[src/rtl/axi4_slave_write_arbiter_if.sv]
// Bundle of the master-side and slave-side AXI4 write channels and status seen by the write arbiter.
// The arbiter connects through the slave modport, and the surrounding masters/slave connect through the master modport.
interface axi4_slave_write_arbiter_if #(
   parameter int MASTER_NUM = 4,
   parameter int W_ID_LEN   = 4,
   parameter int ADDR_WIDTH = 32,
   parameter int DATA_WIDTH = 64
);
   localparam int EXTRA_ID_LEN = $clog2(MASTER_NUM);
   localparam int SID_W        = EXTRA_ID_LEN + W_ID_LEN;

   logic [MASTER_NUM*W_ID_LEN-1:0]     M_AWID;
   logic [MASTER_NUM*ADDR_WIDTH-1:0]   M_AWADDR;
   logic [MASTER_NUM*8-1:0]            M_AWLEN;
   logic [MASTER_NUM-1:0]              M_AWVALID;
   logic [MASTER_NUM-1:0]              M_AWREADY;
   logic [MASTER_NUM*DATA_WIDTH-1:0]   M_WDATA;
   logic [MASTER_NUM*DATA_WIDTH/8-1:0] M_WSTRB;
   logic [MASTER_NUM-1:0]              M_WLAST;
   logic [MASTER_NUM-1:0]              M_WVALID;
   logic [MASTER_NUM-1:0]              M_WREADY;

   logic [SID_W-1:0]                   S_AWID;
   logic [ADDR_WIDTH-1:0]              S_AWADDR;
   logic [7:0]                         S_AWLEN;
   logic                               S_AWVALID;
   logic                               S_AWREADY;
   logic [DATA_WIDTH-1:0]              S_WDATA;
   logic [DATA_WIDTH/8-1:0]            S_WSTRB;
   logic                               S_WLAST;
   logic                               S_WVALID;
   logic                               S_WREADY;

   logic [EXTRA_ID_LEN-1:0]            GRANT_IDX;
   logic                               BUSY;
   logic                               WLAST_ERR;

   modport slave (
      input  M_AWID, M_AWADDR, M_AWLEN, M_AWVALID, M_WDATA, M_WSTRB, M_WLAST, M_WVALID,
      output M_AWREADY, M_WREADY,
      output S_AWID, S_AWADDR, S_AWLEN, S_AWVALID, S_WDATA, S_WSTRB, S_WLAST, S_WVALID,
      input  S_AWREADY, S_WREADY,
      output GRANT_IDX, BUSY, WLAST_ERR
   );

   modport master (
      output M_AWID, M_AWADDR, M_AWLEN, M_AWVALID, M_WDATA, M_WSTRB, M_WLAST, M_WVALID,
      input  M_AWREADY, M_WREADY,
      input  S_AWID, S_AWADDR, S_AWLEN, S_AWVALID, S_WDATA, S_WSTRB, S_WLAST, S_WVALID,
      output S_AWREADY, S_WREADY,
      input  GRANT_IDX, BUSY, WLAST_ERR
   );
endinterface

[src/rtl/axi4_slave_write_arbiter.sv]
// Round-robin N:1 AXI4 write arbiter: one burst at a time, AW accepted before any W beat is forwarded.
// Optional macro AXI4_ARB_BEAT_CHECK_EN: S_WLAST comes from a beat counter and a sticky WLAST_ERR flags master disagreement.
//
// state   | meaning
// IDLE    | no burst; pick first requester at/after rr_ptr and latch its AW fields
// ADDR    | present latched AW to slave; wait for S_AWREADY
// DATA    | forward W beats of the granted master until the last beat handshakes
module axi4_slave_write_arbiter #(
   parameter int MASTER_NUM = 4,
   parameter int W_ID_LEN   = 4,
   parameter int ADDR_WIDTH = 32,
   parameter int DATA_WIDTH = 64
) (
   input logic                       ACLK,
   input logic                       ARESETn,
   axi4_slave_write_arbiter_if.slave bus
);
   localparam int EXTRA_ID_LEN = $clog2(MASTER_NUM);
   localparam int STRB_WIDTH   = DATA_WIDTH / 8;

   typedef enum logic [1:0] {ST_IDLE = 2'd0, ST_ADDR = 2'd1, ST_DATA = 2'd2} state_t;

   state_t                  state_q, state_d;
   logic [EXTRA_ID_LEN-1:0] grant_q, grant_d, rr_ptr_q, rr_ptr_d, next_ptr;
   logic [W_ID_LEN-1:0]     awid_q, awid_d;
   logic [ADDR_WIDTH-1:0]   awaddr_q, awaddr_d;
   logic [7:0]              awlen_q, awlen_d;

   logic                    req_found;
   logic [EXTRA_ID_LEN-1:0] req_idx, cand_idx;
   int                      arb_cand;
   logic [W_ID_LEN-1:0]     req_awid;
   logic [ADDR_WIDTH-1:0]   req_awaddr;
   logic [7:0]              req_awlen;
   logic [DATA_WIDTH-1:0]   g_wdata;
   logic [STRB_WIDTH-1:0]   g_wstrb;
   logic                    g_wvalid, g_wlast, s_wlast, w_hs;

   // Round-robin search plus field muxes, written with constant indices only.
   always_comb begin
      req_found  = 1'b0;
      req_idx    = '0;
      cand_idx   = '0;
      arb_cand   = 0;
      req_awid   = '0;
      req_awaddr = '0;
      req_awlen  = '0;
      g_wdata    = '0;
      g_wstrb    = '0;
      g_wvalid   = 1'b0;
      g_wlast    = 1'b0;
      for (int i = 0; i < MASTER_NUM; i++) begin
         arb_cand = int'(rr_ptr_q) + i;
         if (arb_cand >= MASTER_NUM) arb_cand = arb_cand - MASTER_NUM;
         cand_idx = EXTRA_ID_LEN'(arb_cand);
         if (!req_found && bus.M_AWVALID[cand_idx]) begin
            req_found = 1'b1;
            req_idx   = cand_idx;
         end
      end
      for (int i = 0; i < MASTER_NUM; i++) begin
         if (req_idx == EXTRA_ID_LEN'(i)) begin
            req_awid   = bus.M_AWID[i*W_ID_LEN +: W_ID_LEN];
            req_awaddr = bus.M_AWADDR[i*ADDR_WIDTH +: ADDR_WIDTH];
            req_awlen  = bus.M_AWLEN[i*8 +: 8];
         end
         if (grant_q == EXTRA_ID_LEN'(i)) begin
            g_wdata  = bus.M_WDATA[i*DATA_WIDTH +: DATA_WIDTH];
            g_wstrb  = bus.M_WSTRB[i*STRB_WIDTH +: STRB_WIDTH];
            g_wvalid = bus.M_WVALID[i];
            g_wlast  = bus.M_WLAST[i];
         end
      end
   end

   assign next_ptr = (int'(grant_q) == MASTER_NUM - 1) ? '0 : grant_q + 1'b1;
   assign w_hs     = (state_q == ST_DATA) && g_wvalid && bus.S_WREADY;

`ifdef AXI4_ARB_BEAT_CHECK_EN
   logic [7:0] beat_cnt_q, beat_cnt_d;
   logic       wlast_err_q, wlast_err_d;

   assign s_wlast = (beat_cnt_q == awlen_q);

   always_comb begin
      beat_cnt_d  = beat_cnt_q;
      wlast_err_d = wlast_err_q;
      if (state_q == ST_ADDR && bus.S_AWREADY) beat_cnt_d = '0;
      else if (w_hs)                           beat_cnt_d = beat_cnt_q + 8'd1;
      if (w_hs && (g_wlast != s_wlast))        wlast_err_d = 1'b1;
   end

   always_ff @(posedge ACLK or negedge ARESETn) begin
      if (!ARESETn) begin
         beat_cnt_q  <= '0;
         wlast_err_q <= 1'b0;
      end else begin
         beat_cnt_q  <= beat_cnt_d;
         wlast_err_q <= wlast_err_d;
      end
   end

   assign bus.WLAST_ERR = wlast_err_q;
`else
   assign s_wlast       = g_wlast;
   assign bus.WLAST_ERR = 1'b0;
`endif

   always_comb begin
      state_d       = state_q;
      grant_d       = grant_q;
      rr_ptr_d      = rr_ptr_q;
      awid_d        = awid_q;
      awaddr_d      = awaddr_q;
      awlen_d       = awlen_q;
      bus.M_AWREADY = '0;
      bus.M_WREADY  = '0;
      bus.S_AWVALID = 1'b0;
      bus.S_WVALID  = 1'b0;
      bus.S_WDATA   = '0;
      bus.S_WSTRB   = '0;
      bus.S_WLAST   = 1'b0;
      unique case (state_q)
         ST_IDLE: begin
            if (req_found) begin
               state_d  = ST_ADDR;
               grant_d  = req_idx;
               awid_d   = req_awid;
               awaddr_d = req_awaddr;
               awlen_d  = req_awlen;
            end
         end
         ST_ADDR: begin
            bus.S_AWVALID = 1'b1;
            for (int i = 0; i < MASTER_NUM; i++)
               bus.M_AWREADY[i] = (grant_q == EXTRA_ID_LEN'(i)) && bus.S_AWREADY;
            if (bus.S_AWREADY) state_d = ST_DATA;
         end
         ST_DATA: begin
            bus.S_WVALID = g_wvalid;
            bus.S_WDATA  = g_wdata;
            bus.S_WSTRB  = g_wstrb;
            bus.S_WLAST  = s_wlast;
            for (int i = 0; i < MASTER_NUM; i++)
               bus.M_WREADY[i] = (grant_q == EXTRA_ID_LEN'(i)) && bus.S_WREADY;
            if (w_hs && s_wlast) begin
               state_d  = ST_IDLE;
               rr_ptr_d = next_ptr;
            end
         end
         default: state_d = ST_IDLE;
      endcase
   end

   always_ff @(posedge ACLK or negedge ARESETn) begin
      if (!ARESETn) begin
         state_q  <= ST_IDLE;
         grant_q  <= '0;
         rr_ptr_q <= '0;
         awid_q   <= '0;
         awaddr_q <= '0;
         awlen_q  <= '0;
      end else begin
         state_q  <= state_d;
         grant_q  <= grant_d;
         rr_ptr_q <= rr_ptr_d;
         awid_q   <= awid_d;
         awaddr_q <= awaddr_d;
         awlen_q  <= awlen_d;
      end
   end

   assign bus.S_AWID    = {grant_q, awid_q};
   assign bus.S_AWADDR  = awaddr_q;
   assign bus.S_AWLEN   = awlen_q;
   assign bus.GRANT_IDX = grant_q;
   assign bus.BUSY      = (state_q != ST_IDLE);
endmodule

[src/flat_wrapper.sv]
// flat-port wrapper written by rule: the top's interface ports become plain ports
module axi4_slave_write_arbiter_flat 
#(
   parameter int MASTER_NUM = 4,
   parameter int W_ID_LEN   = 4,
   parameter int ADDR_WIDTH = 32,
   parameter int DATA_WIDTH = 64
)
  (ACLK, ARESETn, bus_M_AWID, bus_M_AWADDR, bus_M_AWLEN, bus_M_AWVALID, bus_M_WDATA, bus_M_WSTRB, bus_M_WLAST, bus_M_WVALID, bus_M_AWREADY, bus_M_WREADY, bus_S_AWID, bus_S_AWADDR, bus_S_AWLEN, bus_S_AWVALID, bus_S_WDATA, bus_S_WSTRB, bus_S_WLAST, bus_S_WVALID, bus_S_AWREADY, bus_S_WREADY, bus_GRANT_IDX, bus_BUSY, bus_WLAST_ERR);
  axi4_slave_write_arbiter_if #(.MASTER_NUM(MASTER_NUM), .W_ID_LEN(W_ID_LEN), .ADDR_WIDTH(ADDR_WIDTH), .DATA_WIDTH(DATA_WIDTH)) bus_i ();
  input logic ACLK;
  input logic ARESETn;
  input wire logic [$bits(bus_i.M_AWID)-1:0] bus_M_AWID;
  input wire logic [$bits(bus_i.M_AWADDR)-1:0] bus_M_AWADDR;
  input wire logic [$bits(bus_i.M_AWLEN)-1:0] bus_M_AWLEN;
  input wire logic [$bits(bus_i.M_AWVALID)-1:0] bus_M_AWVALID;
  input wire logic [$bits(bus_i.M_WDATA)-1:0] bus_M_WDATA;
  input wire logic [$bits(bus_i.M_WSTRB)-1:0] bus_M_WSTRB;
  input wire logic [$bits(bus_i.M_WLAST)-1:0] bus_M_WLAST;
  input wire logic [$bits(bus_i.M_WVALID)-1:0] bus_M_WVALID;
  output wire logic [$bits(bus_i.M_AWREADY)-1:0] bus_M_AWREADY;
  output wire logic [$bits(bus_i.M_WREADY)-1:0] bus_M_WREADY;
  output wire logic [$bits(bus_i.S_AWID)-1:0] bus_S_AWID;
  output wire logic [$bits(bus_i.S_AWADDR)-1:0] bus_S_AWADDR;
  output wire logic [$bits(bus_i.S_AWLEN)-1:0] bus_S_AWLEN;
  output wire logic [$bits(bus_i.S_AWVALID)-1:0] bus_S_AWVALID;
  output wire logic [$bits(bus_i.S_WDATA)-1:0] bus_S_WDATA;
  output wire logic [$bits(bus_i.S_WSTRB)-1:0] bus_S_WSTRB;
  output wire logic [$bits(bus_i.S_WLAST)-1:0] bus_S_WLAST;
  output wire logic [$bits(bus_i.S_WVALID)-1:0] bus_S_WVALID;
  input wire logic [$bits(bus_i.S_AWREADY)-1:0] bus_S_AWREADY;
  input wire logic [$bits(bus_i.S_WREADY)-1:0] bus_S_WREADY;
  output wire logic [$bits(bus_i.GRANT_IDX)-1:0] bus_GRANT_IDX;
  output wire logic [$bits(bus_i.BUSY)-1:0] bus_BUSY;
  output wire logic [$bits(bus_i.WLAST_ERR)-1:0] bus_WLAST_ERR;
  assign bus_i.M_AWID = bus_M_AWID;
  assign bus_i.M_AWADDR = bus_M_AWADDR;
  assign bus_i.M_AWLEN = bus_M_AWLEN;
  assign bus_i.M_AWVALID = bus_M_AWVALID;
  assign bus_i.M_WDATA = bus_M_WDATA;
  assign bus_i.M_WSTRB = bus_M_WSTRB;
  assign bus_i.M_WLAST = bus_M_WLAST;
  assign bus_i.M_WVALID = bus_M_WVALID;
  assign bus_M_AWREADY = bus_i.M_AWREADY;
  assign bus_M_WREADY = bus_i.M_WREADY;
  assign bus_S_AWID = bus_i.S_AWID;
  assign bus_S_AWADDR = bus_i.S_AWADDR;
  assign bus_S_AWLEN = bus_i.S_AWLEN;
  assign bus_S_AWVALID = bus_i.S_AWVALID;
  assign bus_S_WDATA = bus_i.S_WDATA;
  assign bus_S_WSTRB = bus_i.S_WSTRB;
  assign bus_S_WLAST = bus_i.S_WLAST;
  assign bus_S_WVALID = bus_i.S_WVALID;
  assign bus_i.S_AWREADY = bus_S_AWREADY;
  assign bus_i.S_WREADY = bus_S_WREADY;
  assign bus_GRANT_IDX = bus_i.GRANT_IDX;
  assign bus_BUSY = bus_i.BUSY;
  assign bus_WLAST_ERR = bus_i.WLAST_ERR;
  axi4_slave_write_arbiter #(.MASTER_NUM(MASTER_NUM), .W_ID_LEN(W_ID_LEN), .ADDR_WIDTH(ADDR_WIDTH), .DATA_WIDTH(DATA_WIDTH)) u_core (.ACLK(ACLK), .ARESETn(ARESETn), .bus(bus_i));
endmodule
[config.mk]
export PLATFORM = sky130hd
export DESIGN_NAME = axi4_slave_write_arbiter_flat
export DESIGN_NICKNAME = d
export VERILOG_FILES = /design/src/rtl/axi4_slave_write_arbiter_if.sv /design/src/rtl/axi4_slave_write_arbiter.sv /design/src/flat_wrapper.sv
export SDC_FILE = /design/constraint.sdc
export NUM_CORES = 1
export LEC_CHECK = 0
export CAP_MARGIN = 20
export CORE_AREA = 2 2 236 238
export DETAILED_ROUTE_END_ITERATION = 12
export DIE_AREA = 0 0 238 240
export GPL_ROUTABILITY_DRIVEN = 0
export SLEW_MARGIN = 10
export SYNTH_ARGS = -nofsm -noshare
export SYNTH_HDL_FRONTEND = slang
export SYNTH_SLANG_ARGS = --single-unit
[constraint.sdc]
create_clock -name ACLK -period 2.52 [get_ports ACLK]
set_input_delay 0.378 -clock ACLK [delete_from_list [all_inputs] [get_ports ACLK]]
set_output_delay 0.378 -clock ACLK [all_outputs]
set_load 0.05 [all_outputs]
==> results of run 1 <==
==> layer usage <==
metal | up-vias | track usage, % | routed length (um)
met5 | - | 0 | 96
met4 | 14 | 2.73 | 667
met3 | 42 | 3.62 | 3560
met2 | 432 | 27.1 | 23300
met1 | 4071 | 15.9 | 16900
li1 | 4146 | - | -
==> state kept, by name (all words and copies together), names as in the netlist <==
signal	cells
u_core.bus.S_AWADDR	32
u_core.bus.GRANT_IDX	2
u_core.state_q	2
u_core.bus.S_AWLEN	8
u_core.rr_ptr_q	2
u_core.awid_q	4
==> kinds of logic (layout without fill, tap and decap cells) <==
logic type	Yosys count	in the layout	synth area share (%)
AOI/OAI and AO/OA	202	202	20.3
adders and majority gates	4	4	0.813
buffers and inverters	90	715	7.27
DFF	50	50	20.3
muxes	164	164	26.7
other	1	2	0.0609
and+or+nand+nor	291	291	24.5
==> how the worst max path moves through the flow <==
stage                             from               to  slack, ps
3_5_place_dp   u_core.bus.GRANT_IDX[0]   bus_S_WSTRB[4]          9
4_1_cts        u_core.bus.GRANT_IDX[1]   bus_S_WSTRB[6]       -180
5_1_grt        u_core.bus.GRANT_IDX[0]     bus_S_WVALID       -210
2_1_floorplan  u_core.bus.GRANT_IDX[1]   bus_S_WDATA[0]         30
3_3_place_gp   u_core.bus.GRANT_IDX[0]  bus_S_WDATA[15]         30
6_report       u_core.bus.GRANT_IDX[0]     bus_S_WVALID       -120
==> critical path, delay by kind of cell, from the launching register on <==
family | cells | cell delay, ps
AO/OA/AOI/OAI | 2 | 580
adder cells (fa/ha/maj) | 1 | 200
buffers and inverters | 4 | 580
flip-flops | 1 | 450
AND/OR/NAND/NOR | 1 | 140
==> synthesized netlist by cell type, drive strengths merged <==
| cell | n | share of area (%) |
|---|---|---|
| dfrtp | 50 | 20 |
| a221o | 1 | 0.16 |
| and3b | 72 | 10 |
| or2 | 1 | 0.10 |
| and3 | 8 | 0.81 |
| a22oi | 1 | 0.12 |
| or4 | 1 | 0.12 |
| ha | 4 | 0.81 |
| o22ai | 1 | 0.10 |
| nand2 | 122 | 7.4 |
| o221ai | 44 | 7.2 |
| a211oi | 1 | 0.12 |
| buf | 45 | 4.5 |
| clkbuf | 39 | 2.4 |
| nand3b | 2 | 0.24 |
| a21oi | 79 | 6.5 |
| mux2i | 161 | 26 |
| a21o | 1 | 0.12 |
| o21a | 1 | 0.12 |
| o21ai | 73 | 5.9 |
| nor2 | 78 | 4.8 |
| mux2 | 3 | 0.55 |
| nor2b | 2 | 0.20 |
| nor3 | 1 | 0.16 |
| nand3 | 1 | 0.081 |
| nand2b | 2 | 0.20 |
| inv | 6 | 0.37 |
| conb | 1 | 0.061 |
| and2 | 1 | 0.10 |
==> layout make-up <==
class	count	share of cell area, %
diodes	1	0.0158
clock buffers	5	0.792
repair buffers	701	51.8
well taps	704	5.58
multi-input cells	662	33.5
inverters	6	0.158
flip-flops and latches	50	7.94
clock inverters	3	0.277
==> power groups by stage <==
stage | registers [uW] | logic [uW] | clock network (uW)
after floorplan | 2670 | 5940 | 0
after global placement | 1500 | 12200 | 0
after detailed placement | 1510 | 12300 | 0
after CTS | 1500 | 13300 | 867
after global routing | 1550 | 14700 | 873
final | 1490 | 13900 | 809
==> what timing repair did <==
item	in CTS	in global routing
gates resized for setup	56	95
setup buffers	9	15
setup endpoints to repair	74	76
gates cloned	7	6
pin swaps	10	13
==> metrics by stage <==
| step | hold slack [ps] | utilization [%] | cell area, um2 |
|---|---|---|---|
| final | 95.2 | 28.9 | 15800 |
| after global routing | 135 | 28.9 | 15800 |
| after CTS | 95.1 | 27.9 | 15300 |
| after detailed placement | 446 | 26.9 | 14700 |
| after global placement | 450 | 26.9 | 14700 |
| after floorplan | 82.4 | - | 6640 |
==> tab_implementation.tex, run 1 <==
\begin{tabular}{lr}
\hline
Metric & Value \\
\hline
\multicolumn{2}{l}{\textbf{Status}} \\
Status & finished, violations left \\
Violations in the final reports & negative setup slack \\
\multicolumn{2}{l}{\textbf{Critical path}} \\
Critical Path End Type & output port \\
Slowest cell on the critical path & sky130\_fd\_sc\_hd\_\_dfrtp\_2 \\
Most prevalent standard cell on the critical path & sky130\_fd\_sc\_hd\_\_buf\_12 \\
Register-to-register setup slack & -40 ps \\
Highest net fanout along the worst path & 5 \\
R2R Path Start & u\_core.bus.GRANT\_IDX[0] \\
Critical register-to-register path endpoint & u\_core.rr\_ptr\_q[1] \\
Sort of element at the start of the critical path & register \\
CP Cell Sequence & ha\_4, buf\_12, buf\_8, clkbuf\_16, nand3b\_1, a221o\_1, a21oi\_4, buf\_12 \\
Peak per-stage delay on the critical path & between 400 and 500 ps \\
Reg2reg path depth & 11 \\
Worst Path Class, Setup & register to output port \\
Data required time of the worst path & 2140 ps \\
Critical Path AT & 2270 ps \\
\multicolumn{2}{l}{\textbf{STA}} \\
Least-Margin Pin Slew & 680 ps \\
Final count of negative-setup-slack endpoints & 47 \\
RSZ-0062 raised after global routing & yes \\
Final number of hold-violating endpoints & 0 \\
Slew Limit Fails & 0 \\
Max\_slew headroom & 54.6\% \\
Min Clock Period, post-route & 2640 ps \\
Post-route setup TNS & -2060 ps \\
Maximum clock skew at final layout & roughly 6.4 ps \\
Period Utilization, post-route & 105\% \\
Fmax & between 300 and 400 MHz \\
Least setup slack across all paths after layout & -124 ps \\
\multicolumn{2}{l}{\textbf{Final layout}} \\
Sequential cell area & 1250 um2 \\
Fraction of final layout cells sized beyond drive strength 1 & about 25\% \\
Final \#Nets & 1910 \\
Most common library cell in the layout ignoring fill and taps & sky130\_fd\_sc\_hd\_\_clkdlybuf4s50\_1 \\
Top library cells by usage in the layout, fill and taps aside & 526 x sky130\_fd\_sc\_hd\_\_clkdlybuf4s50\_1, 141 x sky130\_fd\_sc\_hd\_\_mux2i\_1, 121 x sky130\_fd\_sc\_hd\_\_nand2\_1 \\
Filler instances & $\sim$5700 \\
Count of non-filler cells in the finished layout & 2132 \\
Layout-stage area growth over the synthesis result & 157\% \\
Area taken by multi-input logic gates & between 5000 and 6000 um2 \\
\multicolumn{2}{l}{\textbf{Clock tree}} \\
TritonCTS clock tree & built \\
H-Tree Level Count & 2 \\
Clock transition at the register clock pins on the worst setup and hold paths after CTS & 80 ps \\
CTS root buffer & sky130\_fd\_sc\_hd\_\_clkbuf\_16 \\
Total clock buffers created by CTS & 5 \\
Clock Sinks & 50 \\
Hold Buf Count CTS & 0 \\
CTS max path bufs & 2 \\
Skew-Pair Late Insertion Delay & 310 ps \\
\multicolumn{2}{l}{\textbf{Place}} \\
HPWL reported at the end of detailed placement & 35.0 mm \\
Worst setup slack before clock tree synthesis & between 9 and 10 ps \\
Number of port buffers & 611 \\
Count of placed standard cells including taps & 2087 \\
\multicolumn{2}{l}{\textbf{GRT}} \\
Maximum number of pins on one net before global-route repair & 45 \\
Wire length of the first global-routing pass & 59.7 mm \\
Antenna violations before repair & 8 \\
Via count of the first global-routing pass & approximately 8800 \\
Global router's overall resource usage & roughly 14\% \\
Total congestion overflow after global routing & 0 \\
\multicolumn{2}{l}{\textbf{Logic synthesis}} \\
Number of distinct library cells after synthesis & 35 \\
Sequential cell area fraction in the yosys report & 20.3\% \\
Net count after synthesis & 1286 \\
Post-synthesis cell area & about 6200 um2 \\
Post-synthesis cell count & roughly 800 \\
Number of synthesized register bits & 50 \\
Yosys warns & 0 \\
Avg Cell Area, Syn & 7.68 um2 \\
\multicolumn{2}{l}{\textbf{Drt}} \\
Number of vias after detailed routing & 8705 \\
DRC errors left & 0 \\
Routed vias/inst & 4.08 \\
Antenna-violating nets left & 0 \\
Routed WL & 44.5 mm \\
DRC violation total after the first TritonRoute iteration & between 200 and 300 \\
First-pass DRT Iterations & 6 \\
Detailed-route wire length per cell & 20.9 um \\
\multicolumn{2}{l}{\textbf{Run}} \\
Max-cap violation count & 0 \\
\multicolumn{2}{l}{\textbf{Floorplan}} \\
Initial core utilization & 11.3\% \\
Overall die width & 238 um \\
Boundary pin count & 613 \\
Number of placement rows & between 80 and 90 \\
Total core area & 54700 um2 \\
DIE AREA & 57100 um2 \\
Die H & around 240 um \\
\multicolumn{2}{l}{\textbf{Power}} \\
Cell-internal power & 7840 uW \\
LEAKAGE & 0.00597 uW \\
Switching Fraction & 51.8\% \\
Net load switching power & 8410 uW \\
Portion of total power attributed to combinational logic & 85.8\% \\
Clock group share of total power & 5.0\% \\
Tot Pwr & 16200 uW \\
Pwr per Cell Area & 1030 nW/um2 \\
Sequential fraction of design power & under 10\% \\
Largest voltage drop on the vdd net & 0.450 mV \\
\multicolumn{2}{l}{\textbf{Min path}} \\
Min-delay worst type & input pin to async pin \\
\hline
\end{tabular}
Power figures use the tool's default switching activity.
==> run 2: changes to the inputs <==
SKIP_CTS_REPAIR_TIMING = 1   (was not set)
SLEW_MARGIN = not set   (was 10)
==> run 2 against run 1 <==
Hold slack worse by 0.68 ps. Highest routed layer unchanged. Global-route usage is 0.68 points lower. The flow still finishes with violations (negative setup slack). Setup slack better by 32 ps. Die area stayed put.
==> tab_implementation.tex, run 2 (synthesis gave the netlist of run 1 again) <==
\begin{tabular}{lr}
\hline
Metric & Value \\
\hline
\multicolumn{2}{l}{\textbf{GRT}} \\
Global router's overall resource usage & 13.5\% \\
Fraction of met2 tracks used by global routing & 25.5\% \\
Via count of the first global-routing pass & 8587 \\
Top Usage Layer GRT & met2 \\
Total congestion overflow after global routing & 0 \\
Wire length of the first global-routing pass & between 50 and 60 mm \\
Maximum number of pins on one net before global-route repair & between 70 and 80 \\
Met1 Usage GRT & 15.1\% \\
GR met3 Demand/Resource & 3.71\% \\
Antenna violations before repair & 8 \\
\multicolumn{2}{l}{\textbf{STA}} \\
Maximum clock skew at final layout & between 6 and 7 ps \\
Period Utilization, post-route & 104\% \\
Worst hold slack & 94.5 ps \\
Fmax & 383 MHz \\
Least setup slack across all paths after layout & -91.9 ps \\
Final count of negative-setup-slack endpoints & 24 \\
RSZ-0062 raised after global routing & yes \\
Final number of hold-violating endpoints & 0 \\
Min Clock Period, post-route & 2610 ps \\
Post-route setup TNS & -858 ps \\
Least-Margin Pin Slew & 679 ps \\
Slew Limit Fails & 0 \\
Max\_slew headroom & a little over half \\
\multicolumn{2}{l}{\textbf{Clock tree}} \\
Total clock buffers created by CTS & 5 \\
Skew-Pair Late Insertion Delay & 310 ps \\
CTS max path bufs & 2 \\
TritonCTS clock tree & built \\
CTS root buffer & sky130\_fd\_sc\_hd\_\_clkbuf\_16 \\
H-Tree Level Count & 2 \\
Clock transition at the register clock pins on the worst setup and hold paths after CTS & 80 ps \\
Clock Sinks & 50 \\
\multicolumn{2}{l}{\textbf{Critical path}} \\
Register-to-register setup slack & 180 ps \\
Critical Path AT & about 2200 ps \\
Worst Path Class, Setup & register to output port \\
Highest net fanout along the worst path & 7 \\
Startpoint of the most critical setup path & u\_core.bus.GRANT\_IDX[1] \\
Sort of element at the start of the critical path & register \\
Critical Path End & bus\_S\_WVALID \\
Reg2reg path depth & 8 \\
R2R Path Start & u\_core.bus.GRANT\_IDX[1] \\
Critical register-to-register path endpoint & u\_core.rr\_ptr\_q[1] \\
Data required time of the worst path & 2140 ps \\
Critical Path End Type & output port \\
\multicolumn{2}{l}{\textbf{Place}} \\
Placed cell areas & 14700 um2 \\
Number of port buffers & 611 \\
HPWL reported at the end of detailed placement & 35.0 mm \\
\multicolumn{2}{l}{\textbf{Drt}} \\
Number of vias after detailed routing & slightly below 9000 \\
DRC errors left & 0 \\
Antenna-violating nets left & 0 \\
First-pass DRT Iterations & 4 \\
DRC violation total after the first TritonRoute iteration & around 260 \\
Routed vias/inst & 4.07 \\
Routed WL & $\sim$44 mm \\
Detailed-route wire length per cell & 20.7 um \\
\multicolumn{2}{l}{\textbf{Power}} \\
Clock group share of total power & around 5.2\% \\
Pwr per Cell Area & 1010 nW/um2 \\
Net load switching power & slightly above 8000 uW \\
Cell-internal power & between 7000 and 8000 uW \\
Sequential fraction of design power & 9.6\% \\
LEAKAGE & around 0.0058 uW \\
Largest voltage drop on the vdd net & 0.455 mV \\
Switching Fraction & 52.9\% \\
Portion of total power attributed to combinational logic & 85.2\% \\
\multicolumn{2}{l}{\textbf{Status}} \\
Status & finished, violations left \\
Violations in the final reports & negative setup slack \\
\multicolumn{2}{l}{\textbf{Floorplan}} \\
DIE AREA & about 57000 um2 \\
Overall die width & between 200 and 250 um \\
Die H & roughly 240 um \\
Total core area & 54700 um2 \\
Boundary pin count & $\sim$610 \\
Number of placement rows & 86 \\
Initial core utilization & 11.3\% \\
\multicolumn{2}{l}{\textbf{Min path}} \\
Min-delay worst type & input pin to async pin \\
\multicolumn{2}{l}{\textbf{Final layout}} \\
Final \#Nets & 1899 \\
Fraction of final layout cells sized beyond drive strength 1 & between 20\% and 30\% \\
Top library cells by usage in the layout, fill and taps aside & 526 x sky130\_fd\_sc\_hd\_\_clkdlybuf4s50\_1, 150 x sky130\_fd\_sc\_hd\_\_mux2i\_1, 121 x sky130\_fd\_sc\_hd\_\_nand2\_1 \\
Layout-stage area growth over the synthesis result & 150\% \\
Flip-flop count of the largest register after layout & 32 \\
Final Cell Area & between 15000 and 20000 um2 \\
Most common library cell in the layout ignoring fill and taps & sky130\_fd\_sc\_hd\_\_clkdlybuf4s50\_1 \\
\multicolumn{2}{l}{\textbf{Run}} \\
Max-cap violation count & 0 \\
\hline
\end{tabular}
[run 2: cell types whose count changed in the layout (fill, tap and decap cells not counted), moves of 7 or more]
cell                      previous run  this run
sky130_fd_sc_hd__o21ai_1            36        29
sky130_fd_sc_hd__o21ai_2            11         4
sky130_fd_sc_hd__mux2i_2            18        10
sky130_fd_sc_hd__a21oi_1            41        50
sky130_fd_sc_hd__a21oi_2            36        28
sky130_fd_sc_hd__mux2i_1           141       150
sky130_fd_sc_hd__o21ai_0            26        40
[run 2: area by class of cell]
class	instances	area [um2]
Inverter	6	27.5
Clock inverter	3	43.8
Multi-Input combinational cell	662	5180
Tap cell	704	881
Fill cell	5725	39300
Timing Repair Buffer	690	7890
Sequential cell	50	1250
Antenna cell	2	5.00
Clock buffer	5	125
[run 2: per-layer routing]
| metal | routed length (um) | up-vias |
|---|---|---|
| li1 | - | 4122 |
| met1 | 16800 | 4019 |
| met2 | 22500 | 443 |
| met3 | 3710 | 47 |
| met4 | 732 | 14 |
| met5 | 94 | - |
[run 2: worst min-delay path by stage]
stage	to	slack [ps]	cells after the start
after global placement	u_core.bus.S_AWADDR[11]	450	1
after detailed placement	u_core.bus.S_AWADDR[13]	450	1
after CTS	u_core.bus.S_AWADDR[13]	100	1
after floorplan	u_core.awid_q[0]	80	0
after global routing	u_core.bus.S_AWADDR[11]	140	1
final	u_core.bus.S_AWADDR[11]	90	1
[run 2: power groups by stage]
stage	logic, uW	clock network (uW)	registers, uW
3_3_place_gp	12200	0	1500
2_1_floorplan	5940	0	2670
4_1_cts	12300	867	1490
3_5_place_dp	12300	0	1510
5_1_grt	14000	873	1550
6_report	13200	809	1490
[run 2: stage by stage]
step | setup slack [ps] | util, % | instances | power [uW]
after global placement | 31.7 | 26.9 | 2087 | 13700
after global routing | -204 | 28.2 | 2120 | 16400
after detailed placement | 9.32 | 26.9 | 2087 | 13800
after CTS | -349 | 27.2 | 2095 | 14700
final | -91.9 | 28.2 | 2122 | 15500
after floorplan | 26.9 | - | 802 | 8610
[run 2: worst max-delay path: stages, from the launching register on]
cell and delay, ps:
sky130_fd_sc_hd__dfrtp_2 390, sky130_fd_sc_hd__buf_4 220, sky130_fd_sc_hd__ha_4 280, sky130_fd_sc_hd__buf_4 220, sky130_fd_sc_hd__a21oi_1 60, sky130_fd_sc_hd__a221o_1 360, sky130_fd_sc_hd__a21oi_4 210, sky130_fd_sc_hd__buf_12 180
